<file path="src/rtl/pu_accum.sv">
// pu_accum: signed accumulator PU on the NITTA data bus.
// Each load adds the bus word to the accumulator, or subtracts it when
// signal_neg is set. The invalid flag on incoming words is carried into the
// result, and a sticky flag records signed overflow.
// The outputs are zero unless signal_oe is high, so the outputs of all PUs
// can be OR-combined onto the shared bus.
module pu_accum #(
  parameter int DATA_WIDTH = 32,
  parameter int ATTR_WIDTH = 4,
  parameter int INVALID    = 0,
  parameter int OVERFLOW   = 1
) (
  input  logic                  clk,
  input  logic                  rst,
  input  logic                  signal_init,
  input  logic                  signal_load,
  input  logic                  signal_neg,
  input  logic                  signal_oe,
  input  logic [DATA_WIDTH-1:0] data_in,
  input  logic [ATTR_WIDTH-1:0] attr_in,
  output logic [DATA_WIDTH-1:0] data_out,
  output logic [ATTR_WIDTH-1:0] attr_out
);

  localparam logic [DATA_WIDTH-1:0] MIN_VAL = {1'b1, {(DATA_WIDTH-1){1'b0}}};

  logic [DATA_WIDTH-1:0] r_acc;
  logic                  r_inv_flag;
  logic                  r_ovf_flag;

  logic [DATA_WIDTH-1:0] w_term;
  logic                  w_neg_ovf;
  logic [DATA_WIDTH:0]   w_sum;
  logic                  w_sum_ovf;
  logic                  w_unused_attr;

  // Negating MIN wraps back to MIN in DATA_WIDTH bits. That case is reported as an overflow event.
  assign w_neg_ovf = signal_neg && (data_in == MIN_VAL);
  assign w_term    = signal_neg ? (~data_in + 1'b1) : data_in;

  // Sign-extend both operands by one bit. A signed overflow then shows up as
  // a disagreement between the top two bits of the sum.
  assign w_sum     = {r_acc[DATA_WIDTH-1], r_acc} + {w_term[DATA_WIDTH-1], w_term};
  assign w_sum_ovf = w_sum[DATA_WIDTH] != w_sum[DATA_WIDTH-1];

  // Only the INVALID bit of attr_in carries meaning here; the other bits are deliberately dropped.
  assign w_unused_attr = ^attr_in;

  // Accumulator state: reset, then start, then add to the running sum, then clear without a load.
  always_ff @(posedge clk) begin
    if (rst) begin
      r_acc      <= '0;
      r_inv_flag <= 1'b0;
      r_ovf_flag <= 1'b0;
    end else if (signal_load && signal_init) begin
      r_acc      <= w_term;
      r_inv_flag <= attr_in[INVALID];
      r_ovf_flag <= w_neg_ovf;
    end else if (signal_load) begin
      r_acc      <= w_sum[DATA_WIDTH-1:0];
      r_inv_flag <= r_inv_flag | attr_in[INVALID];
      r_ovf_flag <= r_ovf_flag | w_neg_ovf | w_sum_ovf;
    end else if (signal_init) begin
      r_acc      <= '0;
      r_inv_flag <= 1'b0;
      r_ovf_flag <= 1'b0;
    end
  end

  // A bus read has no side effects. The output is gated to zero when the unit is not selected.
  assign data_out = signal_oe ? r_acc : '0;

  // Only the INVALID and OVERFLOW attribute positions can be non-zero.
  generate
    for (genvar gi = 0; gi < ATTR_WIDTH; gi++) begin : g_attr
      if (gi == INVALID) begin : g_inv
        assign attr_out[gi] = signal_oe & r_inv_flag;
      end else if (gi == OVERFLOW) begin : g_ovf
        assign attr_out[gi] = signal_oe & r_ovf_flag;
      end else begin : g_zero
        assign attr_out[gi] = 1'b0;
      end
    end
  endgenerate

endmodule

</file>
<file path="config.mk">
export PLATFORM = sky130hd
export DESIGN_NAME = pu_accum
export DESIGN_NICKNAME = d
export VERILOG_FILES = /design/src/rtl/pu_accum.sv
export SDC_FILE = /design/constraint.sdc
export NUM_CORES = 1
export LEC_CHECK = 0
export ABC_AREA = 1
export CORE_MARGIN = 2
export CORE_UTILIZATION = 56
export DETAILED_ROUTE_END_ITERATION = 7
export PLACE_DENSITY = 0.82
export SETUP_SLACK_MARGIN = 0.3
export SYNTH_ARGS = -nofsm -noshare
export SYNTH_HDL_FRONTEND = slang
export SYNTH_SLANG_ARGS = --single-unit
export TNS_END_PERCENT = 50
</file>
<file path="constraint.sdc">
create_clock -name clk -period 3.65 [get_ports clk]
set_input_delay 0.365 -clock clk [delete_from_list [all_inputs] [get_ports clk]]
set_output_delay 0.365 -clock clk [all_outputs]
set_load 0.05 [all_outputs]
</file>
==> metrics list, run 1 <==
- Detail-routed net length per standard cell: 14.2 um
* Warnings from Yosys: 0
- After synthesis, the largest family of logic cells by area is simple AND/OR/NAND/NOR gates.
* Final cycle utilization of the critical path: 0.881
- Category of the worst setup path capture point: flop
* Num ports: 78
* Proportion of layout cells with a drive suffix above 1: 0.125
- Sum of internal, switching and leakage power: 1710 uW
* Result of the run: finished, final reports clean
- The finished cells cover 6450 um^2.
* Count of final setup violators: 0
- Setup total negative slack on the finished layout was measured at 0 ns.
- Synthesis instantiated 44 different standard cells from the library.
- Final Max Slew Viols: 0
- The setup path with the least slack is of type primary input to flop.
* Row count: 34
- For the worst-skew pair, the clock arrives at the later sink with an insertion delay of 0.30 ns.
- Worst Setup Slack, final: 0.436 ns
- Req. time, crit path: 3.86 ns
- Min Clock Period, post-route: 3.21 ns
* Largest fanout on the critical path: 5
- Critical path arrival: 3.42 ns
- For this design the ratio of total power to cell area is 265 nW/um^2.
- DRC violation count after routing: 0
- Adder-Cell Fraction of Synth Area: 0.0868
- Fin nets: 1,111
* GRT Residual Overflow: 0
* Ratio of routed vias to standard cells: 5.38
- TritonCTS built the clock tree.
- At the end of the flow the core is filled with cells to 0.732.
- Max_cap viols: 0
* Mapped Avg Cell Area: 5.36 um^2
* Number of antenna-violating nets in the routed design: 0
* Via Count: 6,151
- CTS placed an instance of sky130_fd_sc_hd__clkbuf_8 at the clock tree root.
- I/O Buffers: 72
- The path class of the tightest hold or removal check is flop to flop.
* Area leader, netlist: sky130_fd_sc_hd__nand2_1
- Entering global routing, the biggest net connects 35 pins.
- Number of storage elements in the synthesis netlist: 34
- Number of buffers inserted during clock tree synthesis: 5
- Highest achievable clock rate: 0.311 GHz
- Fraction of registers with async set or reset after synthesis: 0
* Initial standard-cell utilization of the core: 0.583
- Die height: 99.7 um
- Of the total synthesized cell area, the portion taken by XOR and XNOR cells is 0.0420.
- The number of antenna violations at the first check in global routing was 0.
- At the placement stage, the worst setup path has a slack of 0.0287 ns.
- Count of flip-flops with a built-in enable after synthesis: 0
* RSZ-0062 raised after global routing: yes
* Hold Vio Cnt, Final: 0
- For this design, the sink count on the clock tree is 34.
- Between clock sinks in the finished design, the worst skew comes to 0.0111 ns.
- Buffers inserted to repair hold after CTS numbered 0.
- Counting along the longest clock path gives a buffer depth of 2.
- For this run, the total global-route usage over all layers was measured as 0.324.
- Of the total synthesized cell area, the portion taken by AND, OR, NAND and NOR gates is 0.450.
* Initial DRC count: 539
- The area growth from synthesis to layout is 25.7%.
- Cell Area, Synth: 5130 um^2
* Drt first pass iters: 5
* Register clock-pin slew on the reported worst setup and hold paths: 0.09 ns
* Yosys top cell area share: 0.253
- Worst Max-Slew Pin Slew: 0.767 ns
- Wires add up to 16.3 mm.
- Largest vdd supply drop: 0.140 mV
- Count of antenna diodes in the layout: 0
- Number of instances in the synthesized netlist: 957
* Post-placement cell area: 5990 um^2
* Startpoint class of the critical path: primary input
* Chip Width: 99.7 um
* Fraction of synthesized area in multiplexers: 0
- Area fraction in compound gates after synthesis: 0.142
- H-Tree Depth: 2
- Sequential-to-total area share from yosys stat: 0.133
- Detailed placement ended at an HPWL of 12.8 mm.
* Ranking of synthesized cells by area: sky130_fd_sc_hd__nand2_1 (25%), sky130_fd_sc_hd__dfxtp_1 (13%), sky130_fd_sc_hd__inv_1 (12%)
- Total die area: 9940 um^2
- Wire length of the first global-routing pass: 26.0 mm
- Primary flip-flop cell chosen by synthesis mapping: sky130_fd_sc_hd__dfxtp_1
* Gpl congestion: 1.01
- Headroom to the max-slew limit came out at 0.488.
* Via count of the first global-routing pass: 5,462
* Core outline area: 8810 um^2
- In this run the static leakage power is 0.00342 uW.
## layer usage
metal / vias to the layer above / wire length, um / track usage
met3: 23 / 1560 / 0.0471
li1: 3123 / - / -
met2: 281 / 7050 / 0.517
met1: 2724 / 7340 / 0.464
met5: - / 0 / 0
met4: 0 / 317 / 0.0738
## flip-flops by register name (all words and copies together) (netlist names)
register    cells
r_acc          32
r_inv_flag      1
r_ovf_flag      1
## final timing paths
path	slack [ns]	startpoint	endpoint	cells after the start
worst min-delay path	0.48	r_inv_flag$_SDFFE_PP0P_	r_inv_flag$_SDFFE_PP0P_	2
worst max register to register	1.31	r_acc[0]$_SDFFE_PP0P_	r_acc[30]$_SDFFE_PP0P_	15
worst min register to register	0.48	r_inv_flag$_SDFFE_PP0P_	r_inv_flag$_SDFFE_PP0P_	2
worst max-delay path	0.44	data_in[8]	r_acc[31]$_SDFFE_PP0P_	19
## stage by stage
stage / instances / hold WS [ns]
floorplan: 958 / 0.441
global placement: 1130 / 0.450
detailed placement: 1130 / 0.466
CTS: 1138 / 0.477
global route: 1143 / 0.494
finish: 1143 / 0.479
## worst max-delay path, cell delays in order
cell,delay [ns]
sky130_fd_sc_hd__clkdlybuf4s50_1,0.52
sky130_fd_sc_hd__nor2_2,0.29
sky130_fd_sc_hd__nand2_1,0.12
sky130_fd_sc_hd__nor3_1,0.36
sky130_fd_sc_hd__nand3_1,0.13
sky130_fd_sc_hd__nand2_1,0.10
sky130_fd_sc_hd__a21boi_0,0.09
sky130_fd_sc_hd__ha_1,0.38
sky130_fd_sc_hd__nand2_1,0.12
sky130_fd_sc_hd__nor3_2,0.14
sky130_fd_sc_hd__nand2_1,0.10
sky130_fd_sc_hd__nor2_2,0.18
sky130_fd_sc_hd__nand2_1,0.09
sky130_fd_sc_hd__nand2_1,0.10
sky130_fd_sc_hd__nand2_1,0.06
sky130_fd_sc_hd__nand3_1,0.10
sky130_fd_sc_hd__nand3_1,0.07
sky130_fd_sc_hd__nand2_1,0.06
sky130_fd_sc_hd__inv_1,0.05
## cell families (layout without fill, tap and decap cells)
kind of cell / after synthesis / after routing
AO/OA/AOI/OAI: 123 / 123
buffers and inverters: 191 / 268
XOR/XNOR: 22 / 22
flip-flops: 34 / 34
other: 1 / 2
AND/OR/NAND/NOR: 551 / 551
adder cells (fa/ha/maj): 35 / 35
## placed cells by master, fill, tap and decap left out, drive strengths merged, types with 6 or more instances in the layout
| cell | instances |
|---|---|
| nand2 | 356 |
| inv | 169 |
| nor2 | 104 |
| clkdlybuf4s50 | 70 |
| a21oi | 59 |
| nand3 | 54 |
| dfxtp | 34 |
| ha | 34 |
| o21ai | 29 |
| buf | 19 |
| xor2 | 17 |
| nor3 | 14 |
| a31oi | 10 |
| nand4 | 7 |
| a21boi | 7 |
| nand3b | 6 |
| o21bai | 6 |
| or2 | 6 |
| clkbuf | 6 |
## synthesized netlist by cell type (7+ instances only)
cell	number
sky130_fd_sc_hd__a21oi_1	57
sky130_fd_sc_hd__ha_1	34
sky130_fd_sc_hd__xor2_1	14
sky130_fd_sc_hd__nand3_1	50
sky130_fd_sc_hd__nor2_1	97
sky130_fd_sc_hd__clkbuf_1	10
sky130_fd_sc_hd__nand2_1	346
sky130_fd_sc_hd__inv_1	163
sky130_fd_sc_hd__nor3_1	14
sky130_fd_sc_hd__nand2_2	9
sky130_fd_sc_hd__buf_2	9
sky130_fd_sc_hd__a31oi_1	10
sky130_fd_sc_hd__nand4_1	7
sky130_fd_sc_hd__dfxtp_1	34
sky130_fd_sc_hd__o21ai_0	25
## power by group
| part | switching (uW) | internal [uW] | leakage, uW |
|---|---|---|---|
| Sequential | 32.8 | 403 | 0.000280 |
| Clock | 170 | 135 | 0.0000452 |
| Combinational | 614 | 352 | 0.00309 |
| Total | 817 | 891 | 0.00342 |
## cell type report
class | count | area, um^2
sequential | 34 | 681
timing repair buffer | 91 | 868
fill | 798 | 2360
inverter | 169 | 634
clock buffer | 6 | 72.6
tap | 108 | 135
clock inverter | 2 | 13.8
multi-input combinational | 733 | 4050
## what timing repair did
action	in CTS	in global routing
gates resized for setup	0	74
buffers inserted	0	5
endpoints found under the setup margin	0	20
Power figures use the tool's default switching activity.
==> inputs of run 2 (changes only) <==
--- a/config.mk
+++ b/config.mk
@@ -6,10 +6,9 @@
 export NUM_CORES = 1
 export LEC_CHECK = 0
 export ABC_AREA = 1
-export CORE_MARGIN = 2
-export CORE_UTILIZATION = 56
+export CORE_UTILIZATION = 45
 export DETAILED_ROUTE_END_ITERATION = 7
-export PLACE_DENSITY = 0.82
+export PLACE_DENSITY = 0.68
 export SETUP_SLACK_MARGIN = 0.3
 export SYNTH_ARGS = -nofsm -noshare
 export SYNTH_HDL_FRONTEND = slang
==> run 2 against run 1 <==
  * Critical path depth up 3
  * Cell count increased by 3.2%
  * Sequential share of layout area decreased by 0.13 points
  * First-iteration DRC count fell by 13%
  * Largest power group unchanged
  * Setup slack improved by 0.086 ns
  * Die area up 19%
  * Largest cell class unchanged
  * Highest routed layer unchanged
  * Register-to-register slack about the same
  * Clock power increased by 46%
  * Flip-flop and latch count unchanged
==> metrics list, run 2 (same netlist as run 1, synthesis figures left out) <==
- The most numerous cell type found on the critical path is sky130_fd_sc_hd__nand2_1.
* Post-Layout Cell Count: 1,180 (+3.2%)
* Filler cells: 1,128 (+41%)
* Final Max Slew Viols: 0 (unchanged)
- Startpoint of the tightest hold check path: r_inv_flag$_SDFFE_PP0P_
* Largest fanout on the critical path: 5 (unchanged)
- The overall routed net length came to 16.9 mm (+3.8%).
* Worst Max-Slew Pin Slew: 0.760 ns (-0.00664 ns)
* Gpl congestion: 0.955 (-5.9%)
- The port buffer count was 72 (unchanged).
- Capturing point of the worst reg2reg path: r_acc[30]$_SDFFE_PP0P_
- Cell with the largest stage delay on the worst path: sky130_fd_sc_hd__clkdlybuf4s50_1
- The library cells used most frequently in the layout, excluding fill and tap cells, are sky130_fd_sc_hd__nand2_1 (341), sky130_fd_sc_hd__inv_1 (159), sky130_fd_sc_hd__nor2_1 (83).
- The worst clock skew was 0.00577 ns (-0.00531 ns).
* Classification of the worst setup path: primary input to flop
- The number of nets with antenna violations after detailed routing is 0 (unchanged).
* Proportion of layout cells with a drive suffix above 1: 0.120 (-0.00445)
* CTS Root Buffer Type: sky130_fd_sc_hd__clkbuf_16
- Count of final setup violators: 0 (unchanged)
- The register-to-register setup slack came to 1.31 ns (about the same).
* Clock sink total: 34 (unchanged)
- Core outline area: 11,000 um^2 (+25%)
* Hold Path Class: flop to flop
- Initial DRC count: 471 (-13%)
- The CTS clock-pin slew for the worst setup and hold paths came to 0.06 ns (-0.03 ns).
- The clock insertion delay at the later pin of the skew report is 0.29 ns (about the same).
- Largest vdd supply drop: 0.151 mV (+8.3%)
* Number of cells traversed by the worst register-to-register path: 15 (unchanged)
* Post-Place Cells: 1,168 (+3.4%)
- Share of the core filled with cells in the final layout: 0.594 (-0.138)
- Chain of cells forming the critical path: clkdlybuf4s50_1 > nor2_2 > nand2_1 > nor2_1 > nand3_2 > xor2_1 > a21boi_0 > buf_4 > ha_2 > nand2_1 > nor2_1 > nand2_1 > inv_1 > nand2_1 > nand2_1 > inv_1 > nand2_1 > nand2_1 > nand3_1 > nand3_1 > nand2_1 > inv_1
* DP HPWL: 13.5 mm (+5.5%)
* Critical path buffers and inverters: 5 (+3)
* Worst Hold Path Cells: 2 (unchanged)
- GRT Residual Overflow: 0 (unchanged)
- The DRC violation count after routing was 0 (unchanged).
- The path with the worst hold slack has its endpoint at r_inv_flag$_SDFFE_PP0P_.
- From synthesis to final layout, the design area changed by 27.3%.
* Pwr/cell area: 280 nW/um^2 (+5.9%)
* RSZ-0062 raised after global routing: yes
- The highest achievable clock rate was 0.320 GHz (+2.8%).
- Category of the worst setup path capture point: flop
* Initial standard-cell utilization of the core: 0.467 (-0.115)
- The remaining max-slew budget at the tightest pin is 0.493 (+0.00442).
- Origin of the critical flop-to-flop path: r_acc[0]$_SDFFE_PP0P_
* Overall track demand over capacity in global routing: 0.290 (-0.0341)
- Detail-routed net length per standard cell: 14.3 um (+0.51%)
- The number of antenna violations at the first check in global routing came to 0 (unchanged).
* Die height: 109 um (+9.1%)
* Startpoint class of the critical path: primary input
* Maximum cell stage delay along the critical path: 0.50 ns (-0.02 ns)
* Total die area: 11,800 um^2 (+19%)
* Largest registers: r_acc x32, r_inv_flag x1, r_ovf_flag x1
- Via count of the first global-routing pass: 5,233 (-4.2%)
* Final-layout setup total negative slack: 0 ns (unchanged)
- Cell family with the largest share of critical-path delay: simple AND/OR/NAND/NOR gates
- The minimum clock period is 3.13 ns (-0.0861 ns).
- The number of iterations in the first detailed-routing pass was 5 (unchanged).
* Ratio of routed vias to standard cells: 5.07 (-5.7%)
- Reported leakage power: 0.00349 uW (+2.0%)
* Most common cell after layout, fill and taps aside: sky130_fd_sc_hd__nand2_1
* Hold Vio Cnt, Final: 0 (unchanged)
* Result of the run: finished, final reports clean
- The count of nets after finishing came to 1,118 (+0.63%).
- Req. time, crit path: 3.84 ns (-0.02 ns)
- The I/O pin count is 78 (unchanged).
- The total CTS buffers is 5 (unchanged).
- Max_cap viols: 0 (unchanged)
* Top register by number of flip-flops: r_acc
- Hold-fix buffers at CTS: 0 (unchanged)
- The die extent in x is 109 um (+9.1%).
- The site row count was 38 (+12%).
* Critical path arrival: 3.32 ns (-0.10 ns)
- The maximum clock path buffer count was 2 (unchanged).
* Wire length of the first global-routing pass: 26.1 mm (+0.53%)
- Flip-flop count of the largest register, all copies and words added: 32 (unchanged)
- The number of antenna diodes is 0 (unchanged).
- TritonCTS built the clock tree.
- Largest net degree at the start of global routing: 35 (unchanged)
- Via Count: 5,986 (-2.7%)
- The total number of H-tree levels was 2 (unchanged).
* Sum of internal, switching and leakage power: 1830 uW (+7.2%)
- The final clock period utilization by the worst path came to 0.857 (-0.0236).
## run 2: cell types whose count changed in the layout (fill, tap and decap cells not counted), moves of 3 or more
cell | previous run | this run
sky130_fd_sc_hd__buf_4 | 19 | 25
sky130_fd_sc_hd__clkbuf_16 | 0 | 5
sky130_fd_sc_hd__nor2_1 | 78 | 83
sky130_fd_sc_hd__clkbuf_8 | 5 | 1
sky130_fd_sc_hd__ha_1 | 23 | 26
sky130_fd_sc_hd__ha_4 | 9 | 6
sky130_fd_sc_hd__nor2_2 | 22 | 19
sky130_fd_sc_hd__xor2_2 | 10 | 7
## run 2: final cells by class
type	count	area, um^2	share of cell area
multi-input combinational	733	3960	0.607
timing repair buffer	98	936	0.143
sequential	34	681	0.104
inverter	169	634	0.0972
tap	140	175	0.0268
clock buffer	6	139	0.0213
## run 2: how the worst max path moves through the flow
stage	from	to	slack [ns]	depth (start not counted)
finish	data_in[9]	r_acc[31]$_SDFFE_PP0P_	0.52	22
global route	data_in[9]	r_ovf_flag$_SDFFE_PP0P_	0.28	25
CTS	data_in[0]	r_acc[31]$_SDFFE_PP0P_	0.36	20
detailed placement	data_in[0]	r_acc[31]$_SDFFE_PP0P_	0.05	20
global placement	data_in[0]	r_acc[31]$_SDFFE_PP0P_	0.1	25
floorplan	data_in[0]	r_acc[31]$_SDFFE_PP0P_	0.99	23
## run 2: power breakdown
| part | internal [uW] | switching, uW | leakage (uW) | total (uW) |
|---|---|---|---|---|
| Combinational | 343 | 608 | 0.00314 | 950 |
| Clock | 265 | 181 | 0.0000688 | 446 |
| Sequential | 404 | 30.9 | 0.000280 | 434 |
| Total | 1010 | 820 | 0.00349 | 1830 |
## run 2: tightest hold or removal path: stages (launching register included)
cell and delay, ns:
sky130_fd_sc_hd__dfxtp_1 0.31, sky130_fd_sc_hd__nand2_1 0.06, sky130_fd_sc_hd__a21oi_1 0.05
## run 2: through the flow
stage / setup slack, ns / area, um^2 / hold slack [ns]
floorplan: 0.990 / 5130 / 0.441
global placement: 0.0967 / 6090 / 0.450
detailed placement: 0.0504 / 6090 / 0.463
CTS: 0.356 / 6220 / 0.469
global route: 0.276 / 6530 / 0.495
finish: 0.522 / 6530 / 0.468
## run 2: metal layers
layer	wire length (um)	vias up	GRT usage	part of all wire
li1	-	3125	-	-
met1	8030	2650	0.418	0.48
met2	7290	192	0.442	0.43
met3	1230	19	0.0430	0.073
met4	342	0	0.0878	0.020
met5	0	-	0	0
## run 2: timing repair
| action | 4_1_cts | 5_1_grt |
|---|---|---|
| setup endpoints to repair | 0 | 20 |
| setup buffers | 0 | 6 |
| gates resized for setup | 0 | 63 |
